<file path="config.mk">
export PLATFORM = sky130hd
export DESIGN_NAME = call_dispatcher_flat
export DESIGN_NICKNAME = d
export VERILOG_FILES = /design/src/rtl/elevator_pkg.sv /design/src/rtl/call_dispatcher_if.sv /design/src/rtl/call_dispatcher_call_register.sv /design/src/rtl/call_dispatcher.sv /design/src/flat_wrapper.sv
export SDC_FILE = /design/constraint.sdc
export NUM_CORES = 1
export LEC_CHECK = 0
export ABC_AREA = 1
export BUFFER_PORTS_ARGS = -buffer_cell sky130_fd_sc_hd__buf_2
export CAP_MARGIN = 25
export CORE_MARGIN = 2
export CORE_UTILIZATION = 45
export DETAILED_ROUTE_END_ITERATION = 6
export GPL_TIMING_DRIVEN = 0
export PLACE_DENSITY_LB_ADDON = 0.1
export SLEW_MARGIN = 20
export SYNTH_ARGS = -nofsm -noshare
export SYNTH_HDL_FRONTEND = slang
export SYNTH_SLANG_ARGS = --single-unit
</file>
<file path="constraint.sdc">
create_clock -name clk -period 3.9 [get_ports clk]
set_clock_uncertainty 0.15 [all_clocks]
set_input_delay 0.78 -clock clk [delete_from_list [all_inputs] [get_ports clk]]
set_output_delay 0.78 -clock clk [all_outputs]
set_load 0.01 [all_outputs]
</file>
<file path="src/rtl/elevator_pkg.sv">
// Shared elevator constants: floor count, floor index width, direction codes
// and the dispatcher state type.
package elevator_pkg;

  localparam int FLOORS = 5;
  localparam int LOC_W  = 3;

  localparam logic [1:0] DIR_IDLE = 2'b00;
  localparam logic [1:0] DIR_UP   = 2'b01;
  localparam logic [1:0] DIR_DOWN = 2'b10;

  // State codes equal the direction codes so the direction output is the state itself.
  typedef enum logic [1:0] {
    ST_IDLE = DIR_IDLE,
    ST_UP   = DIR_UP,
    ST_DOWN = DIR_DOWN
  } state_t;

endpackage

</file>
<file path="src/rtl/call_dispatcher_if.sv">
// Call and car-feedback bundle between the button/car side and the dispatcher.
interface call_dispatcher_if #(
  parameter int FLOORS = elevator_pkg::FLOORS,
  parameter int LOC_W  = elevator_pkg::LOC_W
);
  logic [FLOORS-1:0] btn_outer;
  logic [FLOORS-1:0] btn_inner;
  logic [LOC_W-1:0]  car_location;
  logic              car_arrived;
  logic [LOC_W-1:0]  dest;
  logic              dest_valid;
  logic [1:0]        direction;
  logic [FLOORS-1:0] pending;

  modport master (
    output btn_outer, btn_inner, car_location, car_arrived,
    input  dest, dest_valid, direction, pending
  );

  modport slave (
    input  btn_outer, btn_inner, car_location, car_arrived,
    output dest, dest_valid, direction, pending
  );
endinterface

</file>
<file path="src/rtl/call_dispatcher_call_register.sv">
// Per-floor call latch: set by a press, cleared by arrival, clear wins a tie.
module call_register #(
  parameter int W = 5
) (
  input  logic         clk,
  input  logic         resetn,
  input  logic         enable,
  input  logic [W-1:0] set_req,
  input  logic [W-1:0] clr_req,
  output logic [W-1:0] q
);

  // NOTE: sequential state uses non-blocking assignments so every flop samples
  // pre-edge values regardless of process ordering.
  always_ff @(posedge clk) begin
    if (resetn)
      q <= '0;
    else if (enable)
      q <= (q | set_req) & ~clr_req;
  end

endmodule

</file>
<file path="src/rtl/call_dispatcher.sv">
// Collective-control call dispatcher: latches floor calls and picks the next
// destination, keeping direction while calls remain ahead of the car.
module call_dispatcher #(
  parameter int FLOORS = elevator_pkg::FLOORS,
  parameter int LOC_W  = elevator_pkg::LOC_W
) (
  input  logic            clk,
  input  logic            resetn,
  input  logic            enable,
  call_dispatcher_if.slave bus
);
  import elevator_pkg::*;

  logic [FLOORS-1:0] set_req, clr_req, pending_q;
  logic              loc_valid, any_above, any_below;
  logic [LOC_W-1:0]  above_idx, below_idx, dist_up, dist_dn;
  state_t            state, nxt_state;
  logic [LOC_W-1:0]  dest_q, nxt_dest;
  logic              valid_q, nxt_valid;

  assign loc_valid = {1'b0, bus.car_location} < (LOC_W+1)'(FLOORS);
  assign set_req   = bus.btn_outer | bus.btn_inner;

  // An out-of-range location never matches a floor index, so it clears nothing.
  always_comb begin
    for (int k = 0; k < FLOORS; k++)
      clr_req[k] = bus.car_arrived && (bus.car_location == LOC_W'(k));
  end

  call_register #(.W(FLOORS)) u_calls (
    .clk     (clk),
    .resetn  (resetn),
    .enable  (enable),
    .set_req (set_req),
    .clr_req (clr_req),
    .q       (pending_q)
  );

  // Descending scan leaves the lowest call above; ascending leaves the highest below.
  // NOTE: every combinational output gets a default first, so no latch is inferred.
  always_comb begin
    any_above = 1'b0;
    any_below = 1'b0;
    above_idx = '0;
    below_idx = '0;
    for (int k = FLOORS-1; k >= 0; k--) begin
      if (pending_q[k] && (LOC_W'(k) > bus.car_location)) begin
        any_above = 1'b1;
        above_idx = LOC_W'(k);
      end
    end
    for (int k = 0; k < FLOORS; k++) begin
      if (pending_q[k] && (LOC_W'(k) < bus.car_location)) begin
        any_below = 1'b1;
        below_idx = LOC_W'(k);
      end
    end
  end

  assign dist_up = above_idx - bus.car_location;
  assign dist_dn = bus.car_location - below_idx;

  always_comb begin
    nxt_state = state;
    nxt_dest  = dest_q;
    nxt_valid = 1'b0;
    if (loc_valid && (pending_q != '0)) begin
      nxt_valid = 1'b1;
      unique case (state)
        ST_UP:   nxt_state = any_above ? ST_UP : (any_below ? ST_DOWN : ST_IDLE);
        ST_DOWN: nxt_state = any_below ? ST_DOWN : (any_above ? ST_UP : ST_IDLE);
        default: begin
          if (any_above && any_below)
            nxt_state = (dist_up <= dist_dn) ? ST_UP : ST_DOWN;
          else if (any_above)
            nxt_state = ST_UP;
          else if (any_below)
            nxt_state = ST_DOWN;
          else
            nxt_state = ST_IDLE;
        end
      endcase
      unique case (nxt_state)
        ST_UP:   nxt_dest = above_idx;
        ST_DOWN: nxt_dest = below_idx;
        default: nxt_dest = bus.car_location;
      endcase
    end else if (loc_valid) begin
      nxt_state = ST_IDLE;
    end
  end

  always_ff @(posedge clk) begin
    if (resetn) begin
      state   <= ST_IDLE;
      dest_q  <= '0;
      valid_q <= 1'b0;
    end else if (enable) begin
      state   <= nxt_state;
      dest_q  <= nxt_dest;
      valid_q <= nxt_valid;
    end
  end

  assign bus.pending    = pending_q;
  assign bus.direction  = state;
  assign bus.dest       = dest_q;
  assign bus.dest_valid = valid_q;

endmodule

</file>
<file path="src/flat_wrapper.sv">
// flat-port wrapper written by rule: the top's interface ports become plain ports
module call_dispatcher_flat import elevator_pkg::*;
#(
  parameter int FLOORS = elevator_pkg::FLOORS,
  parameter int LOC_W  = elevator_pkg::LOC_W
)
  (clk, resetn, enable, bus_btn_outer, bus_btn_inner, bus_car_location, bus_car_arrived, bus_dest, bus_dest_valid, bus_direction, bus_pending);
  call_dispatcher_if #(.FLOORS(FLOORS), .LOC_W(LOC_W)) bus_i ();
  input  logic clk;
  input  logic resetn;
  input  logic enable;
  input wire logic [$bits(bus_i.btn_outer)-1:0] bus_btn_outer;
  input wire logic [$bits(bus_i.btn_inner)-1:0] bus_btn_inner;
  input wire logic [$bits(bus_i.car_location)-1:0] bus_car_location;
  input wire logic [$bits(bus_i.car_arrived)-1:0] bus_car_arrived;
  output wire logic [$bits(bus_i.dest)-1:0] bus_dest;
  output wire logic [$bits(bus_i.dest_valid)-1:0] bus_dest_valid;
  output wire logic [$bits(bus_i.direction)-1:0] bus_direction;
  output wire logic [$bits(bus_i.pending)-1:0] bus_pending;
  assign bus_i.btn_outer = bus_btn_outer;
  assign bus_i.btn_inner = bus_btn_inner;
  assign bus_i.car_location = bus_car_location;
  assign bus_i.car_arrived = bus_car_arrived;
  assign bus_dest = bus_i.dest;
  assign bus_dest_valid = bus_i.dest_valid;
  assign bus_direction = bus_i.direction;
  assign bus_pending = bus_i.pending;
  call_dispatcher #(.FLOORS(FLOORS), .LOC_W(LOC_W)) u_core (.clk(clk), .resetn(resetn), .enable(enable), .bus(bus_i));
endmodule
</file>
Word-level counts from Yosys, hierarchy flattened
Index checks and enable logic that the tools add are counted.
{ "word_totals": {"regBits": 11, "inputBits": 17, "out_inout_bits": 11} }
{ "op_classes": {"n_addsub": 2, "n_lt_le_gt_ge": 12, "eq_ne": 8, "muxes": 31, "bitwise_logic": 4, "reduce_logical": 22} }
{ "op_table": {"columns": ["op", "count"], "rows": [
  ["$mux W2", 10],
  ["$mux W3", 6],
  ["$logic_and A1 B1 Y1", 17],
  ["$mux W1", 13],
  ["$or A5 B5 Y5", 2],
  ["$eq A3 B2 Y1 const B", 2],
  ["$gt A1 B3 Y1 const A", 2],
  ["$gt A2 B3 Y1 const A", 2],
  ["$lt A1 B3 Y1 const A", 2],
  ["$lt A2 B3 Y1 const A", 2],
  ["$pmux W3 S2", 1],
  ["$sub A3 B3 Y3", 2],
  ["$and A5 B5 Y5", 1],
  ["$not A5 Y5", 1],
  ["$reduce_bool A5 Y1", 1],
  ["$eq A2 B1 Y1 const B", 2],
  ["$eq A2 B2 Y1 const B", 2],
  ["$pmux W2 S2", 1],
  ["$reduce_and A2 Y1", 2],
  ["$eq A3 B1 Y1 const B", 1],
  ["$eq A3 B3 Y1 const B", 1],
  ["$gt A3 B3 Y1 const A", 1],
  ["$le A3 B3 Y1", 1],
  ["$logic_not A3 Y1", 1],
  ["other kinds (3)", 3]
]} }

Depth between registers and ports, before layout
Gate-level depths: netlist (run 1).
{ "logic_depth": {"ltp_word": 15, "mapped_depth": 26} }

Modules after synthesis
A second synthesis (run 1) with hierarchy kept.
{ "hier_totals": {"cells_unflattened": 170, "hier_area_um2": 1072.3} }
{ "by_module_without_submodules": {"columns": ["mod", "instances", "cells_each", "area_per_inst_um2"], "rows": [
  ["call_dispatcher", 1, 143, 875.8],
  ["call_register", 1, 27, 196.4]
]} }

Least setup slack after synthesis (run 1)
Ideal clock, no wire load.
{ "synth_path": {"kind": "input -> register", "start": "in bus_car_location[2]", "end": "reg u_core.dest_q[2] (netlist: u_core.bus.dest[2])", "setup_ps": 122, "arrival_ps": 3552, "required_ps": 3628, "setup_slack_ps": 76, "path_stages": 25, "path_buffers": 1, "cell_sequence": "buf_6 nor2_4 inv_2 nand2_2 o21ai_1 and2_1 ha_1 fa_1 xor2_1 ha_1 a21oi_1 nand2_1 nand2_1 nand2_1 nor2_1 nor2_2 nand2_1 inv_1 ha_1 inv_1 o21ai_0 inv_1 nand2_1 nand2_1 a21oi_1"} }
{ "synth_between": {"elab_chain_cells": 15, "word_cells_on_any_way": 57, "classes_between": "add/sub (2); order compare (12); eq/ne (2); mux (28); reduce/logical (13)"} }
{ "synth_rtl": {"columns": ["element", "line_no", "rtl"], "rows": [
  ["start: declaration", "flat_wrapper.sv:14", "input wire logic [$bits(bus_i.car_location)-1:0] bus_car_location;"],
  ["$gt A3 B3 Y1", "call_dispatcher.sv:47", "if (pending_q[k] && (LOC_W'(k) > bus.car_location)) begin"],
  ["$logic_and A1 B1 Y1", "call_dispatcher.sv:47", null],
  ["$mux W3 (5 in a row)", "call_dispatcher.sv:47", null],
  ["$sub A3 B3 Y3", "call_dispatcher.sv:60", "assign dist_up = above_idx - bus.car_location;"],
  ["$le A3 B3 Y1", "call_dispatcher.sv:74", "nxt_state = (dist_up <= dist_dn) ? ST_UP : ST_DOWN;"],
  ["$mux W2", "call_dispatcher.sv:74", null],
  ["$mux W2", "call_dispatcher.sv:73", "if (any_above && any_below)"],
  ["$pmux W2 S2", "call_dispatcher.sv:69", "unique case (state)"],
  ["$mux W2", "call_dispatcher.sv:67", "if (loc_valid && (pending_q != '0)) begin"],
  ["$eq A2 B2 Y1 / $eq A2 B1 Y1 (equally long branches)", "call_dispatcher.sv:83", "unique case (nxt_state)"],
  ["$pmux W3 S2", "call_dispatcher.sv:83", null],
  ["end signal: assignment", "call_dispatcher.sv:100", "dest_q <= nxt_dest;"],
  ["end: declaration", "call_dispatcher.sv:18", "logic [LOC_W-1:0] dest_q, nxt_dest;"]
]} }
Several ways; a longest one is shown, not always the timed one. The select of a mux whose other input is x is not followed.
A chain may end at the register's enable or synchronous reset.

Worst setup path in the final report (run 1)
{ "layout_path": {"start": "in bus_car_location[0]", "end": "reg u_core.dest_q[1] (netlist: u_core.bus.dest[1])"} }
The elaborated chain is that of the path after synthesis.

==> results of run 1 <==
repair_timing:
item                                   in CTS  in global routing
hold buffers                                0                  0
pin swaps                                   1                 16
buffers inserted                            1                  9
endpoints found under the hold margin       0                  0
resized for setup                           1                 24
setup endpoints to repair                   1                  2
layout by cell type, fill, tap and decap left out, types with 3 or more instances in the layout:
cell type / netlist / layout
a21oi_1: 12 / 9
a21oi_2: 1 / 3
buf_2: 0 / 24
buf_4: 0 / 9
buf_6: 1 / 3
clkbuf_4: 0 / 4
dfxtp_1: 11 / 11
ha_1: 9 / 7
inv_1: 28 / 27
inv_2: 3 / 3
nand2_1: 30 / 29
nand2_2: 3 / 3
nand3_1: 7 / 6
nand3_2: 5 / 6
nor2_1: 13 / 12
nor2_2: 3 / 3
nor3_1: 4 / 4
o21ai_0: 13 / 12
path summary, 6_finish.rpt:
path	slack [ns]	from	depth (start not counted)	end
setup reg to reg	0.36	u_core.u_calls.q[2]$_SDFFE_PP0P_	23	u_core.bus.dest[2]$_SDFFE_PP0P_
hold reg to reg	0.33	u_core.bus.dest_valid$_SDFFE_PP0P_	2	u_core.bus.dest_valid$_SDFFE_PP0P_
hold / removal	0.33	u_core.bus.dest_valid$_SDFFE_PP0P_	2	u_core.bus.dest_valid$_SDFFE_PP0P_
setup / recovery	0.13	bus_car_location[0]	23	u_core.bus.dest[1]$_SDFFE_PP0P_
power by group:
part / internal, mW / leakage [nW] / switching (mW)
clock network: 0.0396 / 0.0150 / 0.0394
registers: 0.123 / 0.0910 / 0.00975
logic: 0.105 / 0.629 / 0.134
layout make-up:
type | count | area share (%)
inverter | 31 | 8.37
sequential | 11 | 15.5
timing repair buffer | 36 | 15.3
multi-input combinational | 114 | 55.7
clock buffer | 4 | 1.85
buffer | 1 | 0.793
tap | 28 | 2.47
kinds of logic after synthesis:
group / synth area share (%)
compound gates: 16.1
xor+xnor: 1.66
fa+ha+maj: 14.5
buf+inv: 12.1
flops: 20.9
simple gates: 34.8
through the flow:
step	total power [mW]	setup TNS (ns)	setup WS, ns	utilization [%]	hold slack (ns)
global route	0.486	-0.0637	-0.0323	64.2	0.369
finish	0.450	0	0.133	64.2	0.329
CTS	0.414	0	0.0402	57.3	0.331
floorplan	0.271	0	0.0760	-	0.331
global placement	0.315	-0.354	-0.196	55.2	0.305
detailed placement	0.323	-0.608	-0.294	55.2	0.321
sequential cells by signal (all words and copies together), names as in the netlist:
name                   count
u_core.bus.dest            3
u_core.bus.dest_valid      1
u_core.bus.direction       2
u_core.u_calls.q           5
per-layer routing:
layer | vias up | part of all wire [%] | global-route usage, %
met5 | - | 0 | 0
met4 | 0 | 0.61 | 6.41
met3 | 2 | 3.0 | 2.57
met2 | 26 | 50 | 34.2
met1 | 522 | 46 | 27.2
li1 | 584 | - | -
worst register-to-register path, cell delays in order, from the launching register on:
cell and delay, ns:
dfxtp_1 0.40, inv_1 0.13, nor2_4 0.16, o21ai_4 0.07, and2_4 0.17, ha_4 0.15
fa_2 0.38, xor2_1 0.15, ha_1 0.34, a21oi_2 0.15, nand2_1 0.05, nand2_1 0.08
nand2_1 0.05, nor2_1 0.11, nor2_2 0.07, nand2_1 0.10, inv_2 0.05, ha_4 0.27
inv_1 0.05, o21ai_1 0.07, inv_1 0.05, nand2_1 0.06, nand2_1 0.07, a21oi_2 0.14
==> flow_summary.yaml, run 1 <==
status:
  status: "complete, no violations"
setup_path:
  crit_family: "adder cells"
  critPathKind: "input pin to register"
  cpMostUsedCell: "nand2_1"
  cp_max_fo: 6
  slowest_stage: "fa_2"
  max_stage_delay_ns: 0.43
  crit_required_ns: 3.94
  cp-start-kind: "input pin"
  end_kind: "register"
  crit_buf_inv: 6
  path_cells: "clkbuf_4, a21oi_4, buf_4, nand3_2, nand2_1, inv_1, ha_1, inv_1, fa_2, ha_1, nand3_1, nand2_1, nand2_1, nand2_1, nor2_1, nor2_2, nand2_1, inv_2, ha_4, inv_1, nor3_1, o21ai_0, a21oi_1"
  worst-endpoint-arrival_ns: 3.81
routing:
  drt_iter0_drc: 19
  detail_route.vias_per_cell: 5.04
  firstDrtPassIters: 4
  post_drt_wl_per_cell_um: 12.3
  drcViolationCount: 0
  vias: 1134
  drt-total-wl_um: 2770
  antenna_left: 0
global_routing:
  grt_max_degree: 9
  globalRouteTotalUtil_pct: 20.5
  antenna_found_initial: 0
  grt_pass1_wl_um: 4130
  grt_pass1_vias: 935
  grt-ovfl-total: 0
timing:
  timing.slew.headroom_pct: 73.5
  period_share_pct: 96.6
  slew_viol_final: 0
  setup_viol: 0
  fmaxAchievable_mhz: 265
  tightest_slew_ns: 0.397
  final-hold-violation-count: 0
  fin_crit_ns: 3.77
clock_network:
  htree_num_levels: 1
  numCtsBuffers: 3
  numClockSinks: 11
  cts_buffer_depth: 2
  clkLatencyLatePin_ns: 0.27
  cts_tree: "built"
  cts-root-buf: "clkbuf_4"
  clk_pin_slew_ns: 0.07
logic_synthesis:
  yosys_warnings: 0
  yosysTopAreaCell: "dfxtp_1"
  synth_edf_count: 0
  avgSynthCellArea_um2: 6.73
  netlist_top_cells_count: "30 x nand2_1, 28 x inv_1, 13 x nor2_1, 13 x o21ai_0, 12 x a21oi_1"
  syn_inst: 157
  synthTopCellsByArea: "dfxtp_1 21%, ha_1 11%, nand2_1 11%, inv_1 10%, o21ai_0 6.2%"
  yosys_most_used_dff: "dfxtp_1"
  synth.distinct_cells: 26
  synth_seq_cells: 11
  synth.most_common_cell: "nand2_1"
  synthArstFlopShare_pct: 0
  synth_area_mm2: 0.00106
  yosysSeqAreaShare_pct: 20.9
  synth_nets: 185
  synth.top_cell.area_share_pct: 20.9
power_and_ir_drop:
  max-vdd-ir-drop_v: 0.000221
  power_density_mw_per_mm2: 317
  leakage_nw: 0.735
placed_design:
  hpwl_um: 2100
  numPlacedInstances: 211
  io_buffers: 26
  gp_congestion: 0.864
  place_area_mm2: 0.00122
layout:
  fillers: 214
  diodes: 0
  drive_gt1_share_pct: 37.1
  multi_input_area_um2: 791
  regArea_um2: 220
  fin_cells: 225
  final_area_mm2: 0.00142
  area_growth_pct: 34.5
  fin_nets: 226
floorplanning:
  die_width_um: 52.4
  rows: 17
  die-height_um: 52.4
  die-area_mm2: 0.00275
  coreArea_mm2: 0.00221
  start_util_pct: 47.7
  io_pins: 28
job:
  max_cap_viol_count: 0
min_path:
  min_path_type: "register to register"
No activity file was read; power rests on OpenSTA's default activity.
==> run 2, diff against run 1 <==
CELL_PAD_IN_SITES_DETAIL_PLACEMENT = 0   (was not set)
CELL_PAD_IN_SITES_GLOBAL_PLACEMENT = 1   (was not set)
CORE_UTILIZATION = 32   (was 45)
==> run 2 against run 1 <==
Fmax up 1.6%. Non-clock buffer count down 6. First-iteration DRC count grew 140%. Largest power group unchanged.
==> flow_summary.yaml, run 2 (same netlist as run 1, synthesis figures left out) <==
timing:
  fin_crit_ns: 3.71
  timing.slew.headroom_pct: 70.8
  period_share_pct: 95.1
  slew_viol_final: 0
  final-hold-violation-count: 0
  hold_slack_ns: 0.313
  fmaxAchievable_mhz: 270
  tightest_slew_ns: 0.437
  setup_viol: 0
  rsz0062_at_grt: "no"
floorplanning:
  die_width_um: 61.4
  start_util_pct: 34.0
  die-area_mm2: 0.00378
  die-height_um: 61.4
  rows: 20
  coreArea_mm2: 0.00310
  io_pins: 28
routing:
  post_drt_wl_per_cell_um: 11.1
  vias: 1086
  drt_iter0_drc: 45
  firstDrtPassIters: 4
  drt-total-wl_um: 2600
  drcViolationCount: 0
  detail_route.vias_per_cell: 4.62
  antenna_left: 0
layout:
  area_growth_pct: 27.3
  final_common_cell: "nand2_1"
  fin_nets: 220
  fillers: 347
  diodes: 0
  largest_reg_flops: 5
  multi_input_area_um2: 746
  final_area_mm2: 0.00134
  max_flop_register: "u_core.u_calls.q"
  regArea_um2: 220
  fin_cells: 235
  final_cell_mix: "28 x nand2_1, 27 x inv_1, 24 x buf_2, 13 x o21ai_0, 12 x nor2_1"
  drive_gt1_share_pct: 33.5
setup_path:
  cp-start-kind: "input pin"
  cp_max_fo: 5
  ff2ff_path_depth: 23
  critPathKind: "input pin to register"
  crit_required_ns: 3.96
  worst-endpoint-arrival_ns: 3.77
  end_kind: "register"
clock_network:
  numClockSinks: 11
  cts-root-buf: "clkbuf_4"
  clkLatencyLatePin_ns: 0.27
  cts_tree: "built"
  cts_buffer_depth: 2
  numCtsBuffers: 3
  htree_num_levels: 1
  clk_pin_slew_ns: 0.08
  hold_buffers: 0
placed_design:
  io_buffers: 26
  numPlacedInstances: 227
  hpwl_um: 2150
  place_area_mm2: 0.00124
  gp_congestion: 0.773
power_and_ir_drop:
  power_density_mw_per_mm2: 319
  leakage_nw: 0.702
  p_seq_share_pct: 30.8
  pwr-share-comb_pct: 50.2
  swShare_pct: 40.7
  max-vdd-ir-drop_v: 0.000220
  p_sw_mw: 0.175
  intPower_mw: 0.254
  pwr-share-clk_pct: 18.9
  power_mw: 0.429
global_routing:
  grt_pass1_wl_um: 4180
  antenna_found_initial: 0
  grt_pass1_vias: 966
  grt-ovfl-total: 0
  globalRouteTotalUtil_pct: 14.7
  grt_max_degree: 9
job:
  max_cap_viol_count: 0
status:
  status: "complete, no violations"
min_path:
  min_path_type: "register to register"
  holdPathStages: 2
[run 2: cell types whose count changed in the layout (fill, tap and decap cells not counted), sizes merged]
cell / previous run / this run
buf: 36 / 30
clkinv: 0 / 1
clkbuf: 5 / 4
[run 2: layout make-up]
class                   count  share of cell area, %
clock inverters             1                  0.372
multi-input cells         114                   55.5
inverters                  31                   8.85
flip-flops and latches     11                   16.4
clock buffers               3                   1.68
plain buffers               1                  0.838
repair buffers             30                   12.3
well taps                  44                   4.10
[run 2: final timing paths]
path	start	slack [ns]	to
setup / recovery	bus_car_location[1]	0.19	u_core.bus.dest[2]$_SDFFE_PP0P_
hold / removal	u_core.bus.dest_valid$_SDFFE_PP0P_	0.31	u_core.bus.dest_valid$_SDFFE_PP0P_
setup reg to reg	u_core.u_calls.q[2]$_SDFFE_PP0P_	0.49	u_core.bus.dest[2]$_SDFFE_PP0P_
hold reg to reg	u_core.bus.dest_valid$_SDFFE_PP0P_	0.31	u_core.bus.dest_valid$_SDFFE_PP0P_
[run 2: power groups by stage]
stage | logic, mW | registers, mW | clock network (mW)
2_1_floorplan | 0.133 | 0.138 | 0
3_3_place_gp | 0.186 | 0.134 | 0
3_5_place_dp | 0.188 | 0.135 | 0
4_1_cts | 0.189 | 0.132 | 0.0848
5_1_grt | 0.243 | 0.134 | 0.0896
6_report | 0.215 | 0.132 | 0.0811
[run 2: routing by layer]
layer  vias to the layer above  wire length (µm)  share of wire, %  GRT usage (%)
met3                         2               131               5.0           3.15
met5                         -                 0                 0              0
met4                         0                 8              0.31           1.82
met1                       492              1310                50           20.4
li1                        569                 -                 -              -
met2                        23              1150                44           24.3
[run 2: critical path, cell delays in order]
cell and delay, ns:
buf_4 0.15, nor2_4 0.15, inv_2 0.07, nand2_4 0.07, o21ai_2 0.07, and2_1 0.14, ha_1 0.19, fa_2 0.34
xor2_1 0.17, ha_1 0.32, a21oi_1 0.15, nand2_1 0.06, nand2_1 0.08, nand2_1 0.05, nor2_1 0.11, nor2_2 0.06
nand2_2 0.08, inv_2 0.04, ha_4 0.26, inv_1 0.05, o21ai_0 0.06, inv_1 0.05, nand2_1 0.06, nand2_1 0.05
a21oi_1 0.13
[run 2: repair_timing]
| action | 4_1_cts | 5_1_grt |
|---|---|---|
| resized for setup | 0 | 14 |
| buffers inserted | 0 | 4 |
| setup endpoints to repair | 0 | 3 |
[run 2: through the flow]
stage	util, %	worst slack [ns]	TNS (ns)
after floorplan	-	0.0760	0
after global placement	40.0	-0.238	-0.421
after detailed placement	40.0	-0.272	-0.514
after CTS	40.9	0.0136	0
after global routing	43.3	0.0110	0
final	43.3	0.191	0
